[src/rtl/sync_fifo_bram.sv]
// rtl/sync_fifo_bram.sv - single-clock FIFO on a block-RAM-inferable array
module sync_fifo_bram #(
  parameter int RAM_WIDTH  = 32,
  parameter int ADDR_LINES = 4
) (
  input  logic                  clk_i,
  input  logic                  rst_i,
  input  logic                  wr_en,
  input  logic                  rd_en,
  input  logic [RAM_WIDTH-1:0]  data_i,
  output logic [RAM_WIDTH-1:0]  data_o,
  output logic                  full_o,
  output logic                  empty_o,
  output logic [ADDR_LINES:0]   count_o,
  output logic                  rd_valid_o
);

  localparam int DEPTH = 1 << ADDR_LINES;
  localparam logic [ADDR_LINES-1:0] PTR_ONE  = {{(ADDR_LINES-1){1'b0}}, 1'b1};
  localparam logic [ADDR_LINES:0]   CNT_ONE  = {{ADDR_LINES{1'b0}}, 1'b1};
  localparam logic [ADDR_LINES:0]   CNT_FULL = {1'b1, {ADDR_LINES{1'b0}}};

  logic [RAM_WIDTH-1:0]  ram_q [DEPTH];
  logic [ADDR_LINES-1:0] wr_ptr_q, wr_ptr_d;
  logic [ADDR_LINES-1:0] rd_ptr_q, rd_ptr_d;
  logic [ADDR_LINES:0]   count_q, count_d;
  logic [RAM_WIDTH-1:0]  data_q;
  logic                  rd_valid_q;
  logic                  wr_acc, rd_acc;

  assign full_o     = (count_q == CNT_FULL);
  assign empty_o    = (count_q == '0);
  assign count_o    = count_q;
  assign data_o     = data_q;
  assign rd_valid_o = rd_valid_q;

  // A full FIFO still accepts a write when a read frees a slot on the same edge.
  assign wr_acc = wr_en & (~full_o | rd_en);
  assign rd_acc = rd_en & ~empty_o;

  always_comb begin
    wr_ptr_d = wr_ptr_q;
    rd_ptr_d = rd_ptr_q;
    count_d  = count_q;
    if (wr_acc) wr_ptr_d = wr_ptr_q + PTR_ONE;
    if (rd_acc) rd_ptr_d = rd_ptr_q + PTR_ONE;
    case ({wr_acc, rd_acc})
      2'b10:   count_d = count_q + CNT_ONE;
      2'b01:   count_d = count_q - CNT_ONE;
      default: count_d = count_q;
    endcase
  end

  always_ff @(posedge clk_i) begin
    if (rst_i) begin
      wr_ptr_q   <= '0;
      rd_ptr_q   <= '0;
      count_q    <= '0;
      rd_valid_q <= 1'b0;
    end else begin
      wr_ptr_q   <= wr_ptr_d;
      rd_ptr_q   <= rd_ptr_d;
      count_q    <= count_d;
      rd_valid_q <= rd_acc;
    end
  end

  // Array is never reset so it maps onto block RAM; same-address read returns old data.
  always_ff @(posedge clk_i) begin
    if (wr_acc && !rst_i) ram_q[wr_ptr_q] <= data_i;
  end

  always_ff @(posedge clk_i) begin
    if (rst_i) begin
      data_q <= '0;
    end else if (rd_acc) begin
      data_q <= ram_q[rd_ptr_q];
    end
  end

endmodule

[config.mk]
export PLATFORM = sky130hd
export DESIGN_NAME = sync_fifo_bram
export DESIGN_NICKNAME = d
export VERILOG_FILES = /design/src/rtl/sync_fifo_bram.sv
export SDC_FILE = /design/constraint.sdc
export NUM_CORES = 1
export LEC_CHECK = 0
export CAP_MARGIN = 20
export CORE_MARGIN = 1
export CORE_UTILIZATION = 55
export CTS_CLUSTER_DIAMETER = 80
export DETAILED_ROUTE_END_ITERATION = 16
export PLACE_DENSITY = 0.78
export REMOVE_ABC_BUFFERS = 1
export SLEW_MARGIN = 20
export SYNTH_ARGS = -nofsm -noshare
export SYNTH_HDL_FRONTEND = slang
export SYNTH_SLANG_ARGS = --single-unit
[constraint.sdc]
create_clock -name clk_i -period 3.3 [get_ports clk_i]
set_input_delay 0.33 -clock clk_i [delete_from_list [all_inputs] [get_ports clk_i]]
set_output_delay 0.33 -clock clk_i [all_outputs]
set_load 0.02 [all_outputs]
==> impl_metrics.yaml <==
sta:
  hold_ws_ns: 0.456
  slew_headroom_pct: 50.5
  fin_crit_sh_pct: 94.9
  fmax_mhz: 319
  setup_viol: 0
  finalHoldViolCount: 0
  fin_tns_setup_ns: 0
  rsz0062_at_grt: "no"
  fin_skew_ns: 0.0228
  slew_violations: 0
  tightest_slew_ns: 0.742
  setup_ws_ns: 0.167
  period_minus_slack_ns: 3.13
detailed_routing:
  routed_wirelength_um: 45400
  drt-pass1-iter-count: 7
  drt-vias-per-instance: 6.26
  vias: 10200
  wire_per_inst_um: 27.9
  drt_iter0_markers: 999
  drc: 0
  ant_nets: 0
final_layout:
  finalNetCount: 1120
  fin_area_um2: 24800
  area.growth.synth_to_final_pct: 16.6
  fin_cells: 1626
  fin_util_pct: 65.4
  drive_gt1_share_pct: 28.5
die:
  start_util_pct: 56.1
  die_height_um: 199
  row_count: 71
  dieArea_um2: 39400
  io_pins: 76
  core_um2: 37800
  die_w_um: 199
critical_path:
  crit_cells: 11
  ff2ff_path_depth: 11
  r2r_end: "count_o[4]"
  critPathKind: "reg2reg"
  cp_slowest_cell: "or4_4"
  cp_common_cell: "inv_1"
  crit_fanout: 5
  worstSetupStartpointType: "register"
  crit_family: "simple AND/OR/NAND/NOR gates"
  crit_start: "count_o[1]"
  cp.arrival_ns: 3.59
  crit_end: "count_o[4]"
  worstPathRequired_ns: 3.76
  path_buf_inv: 2
  r2r_setup_slack_ns: 0.17
  crit_path_cell_trace: "or4_4 -> o31a_1 -> inv_1 -> ha_2 -> inv_1 -> fa_2 -> nor2b_2 -> o21ai_0 -> nand3_1 -> or3b_2 -> mux2_2"
  cpPeakStageDelay_ns: 0.57
  critPathCaptureType: "register"
  r2r_start: "count_o[1]"
job:
  cap_violations: 0
worst_hold_path:
  min-delay-start: "rd_en"
  hold_path_class: "in2reg"
grt:
  grt_pass1_wl_um: 67500
  antenna_found_initial: 1
  grt_pass1_vias: 10800
  track_usage_pct: 24.0
  grt-ovfl-total: 0
  grt_max_degree: 76
place:
  placed_area_um2: 23000
  place_hpwl_um: 22400
  numPortBuffers: 75
  place_ws_ns: 0.0748
  dp_cells: 1530
  gp_congestion: 0.740
logic_synthesis:
  synth-async-reset-ratio_pct: 0
  ys_seq_area_share_pct: 76.7
  yosys.area.top_type: "edfxtp_1"
  ys_ff_latch: 558
  ys_warn_count: 0
  syn_area_per_cell_um2: 22.2
  synth_top_area_share_pct: 72.4
  synth_edf_count: 512
  yosys_most_used_dff: "edfxtp_1"
  netlist_area_um2: 21200
  synth_cell_type_count: 38
  synth_area_leaders: "edfxtp_1 72%, mux4_2 14%, dfxtp_1 4.3%"
  syn-instance-count: 959
cts:
  cts-root-buf: "clkbuf_16"
  cts_buffer_depth: 3
  h-tree-depth: 2
  cts_sinks: 558
  cts.clk_slew.worst_paths_ns: 0.06
  postCtsHoldBufs: 0
  cts_buffers: 53
  clk_latency_ns: 0.57
  postCtsSetupRepairBufs: 0
  cts_resized: 0
  cts_tree: "built"
power_and_ir_drop:
  leakagePower_nw: 7.56
  p_per_area_nw_per_um2: 702
  power.total_mw: 17.4
  vdd_drop_max_uv: 454
outcome:
  outcome: "finished, final reports clean"
cell families (layout without fill, tap and decap cells):
| group | Yosys count | after routing | share of synthesized area, % |
|---|---|---|---|
| flops | 558 | 558 | 76.7 |
| mux | 194 | 194 | 16.9 |
| compound gates | 74 | 74 | 2.58 |
| buf+inv | 58 | 213 | 1.61 |
| simple gates | 57 | 57 | 1.27 |
| fa+ha+maj | 10 | 10 | 0.624 |
| xor+xnor | 8 | 8 | 0.330 |
| other cells | 0 | 1 | 0 |
state kept, by name, indices dropped and copies added (netlist names):
register    cells
ram_q         512
data_o         32
count_o         5
rd_ptr_q        4
wr_ptr_q        4
rd_valid_o      1
how the worst min path moves through the flow:
stage,end,slack [ns],cells past startpoint
final,rd_valid_o,0.46,3
after global routing,wr_ptr_q[3],0.47,2
after CTS,wr_ptr_q[3],0.42,2
after detailed placement,data_o[16],0.49,2
after global placement,data_o[16],0.49,2
after floorplan,rd_ptr_q[1],0.40,1
synthesized netlist by cell type, drive strengths merged (2+ instances only):
cell type and n:
nand4 2, nor2b 2, clkbuf 15, mux2i 33
inv 9, mux2 33, a22oi 32, or3b 2
edfxtp 512, dfxtp 46, nor3 2, ha 9
xor2 5, buf 34, nor2 36, o21ai 34
xnor2 3, a21oi 6, nand2 9, mux4 128
layer usage:
| layer | vias up | GRT usage (%) | wire length (um) |
|---|---|---|---|
| met1 | 5391 | 32.7 | 17800 |
| met5 | - | 0 | 0 |
| li1 | 4221 | - | - |
| met2 | 500 | 39.9 | 23000 |
| met3 | 74 | 4.17 | 3390 |
| met4 | 0 | 7.75 | 1090 |
worst reg2reg max path, stage by stage (launching register included):
cell and delay [ns]:
dfxtp_1 0.35, or4_4 0.57, o31a_1 0.28, inv_1 0.07, ha_2 0.22, inv_1 0.10, fa_2 0.36, nor2b_2 0.15
o21ai_0 0.12, nand3_1 0.09, or3b_2 0.44, mux2_2 0.28
area by class of cell:
cell class | instances | area (um2)
diodes | 1 | 2.50
clock buffers | 72 | 1440
clock inverters | 23 | 345
fillers | 2390 | 13100
inverters | 9 | 36.3
multi-input cells | 343 | 4740
flip-flops and latches | 558 | 16300
well taps | 511 | 639
repair buffers | 109 | 1260
layout by cell type (no fill, tap or decap), types with 19 or more instances in the layout:
master,n
buf_12,20
mux4_2,128
nor2_1,19
o21ai_1,31
clkdlybuf4s50_1,75
edfxtp_1,512
dfxtp_1,43
mux2_2,33
mux2i_1,33
clkbuf_16,53
where the power goes:
part	internal, mW	switching, mW
clock	3.75	2.49
combinational	1.46	1.50
sequential	7.97	0.211
total	13.2	4.20
(Power assumes the default switching activity.)
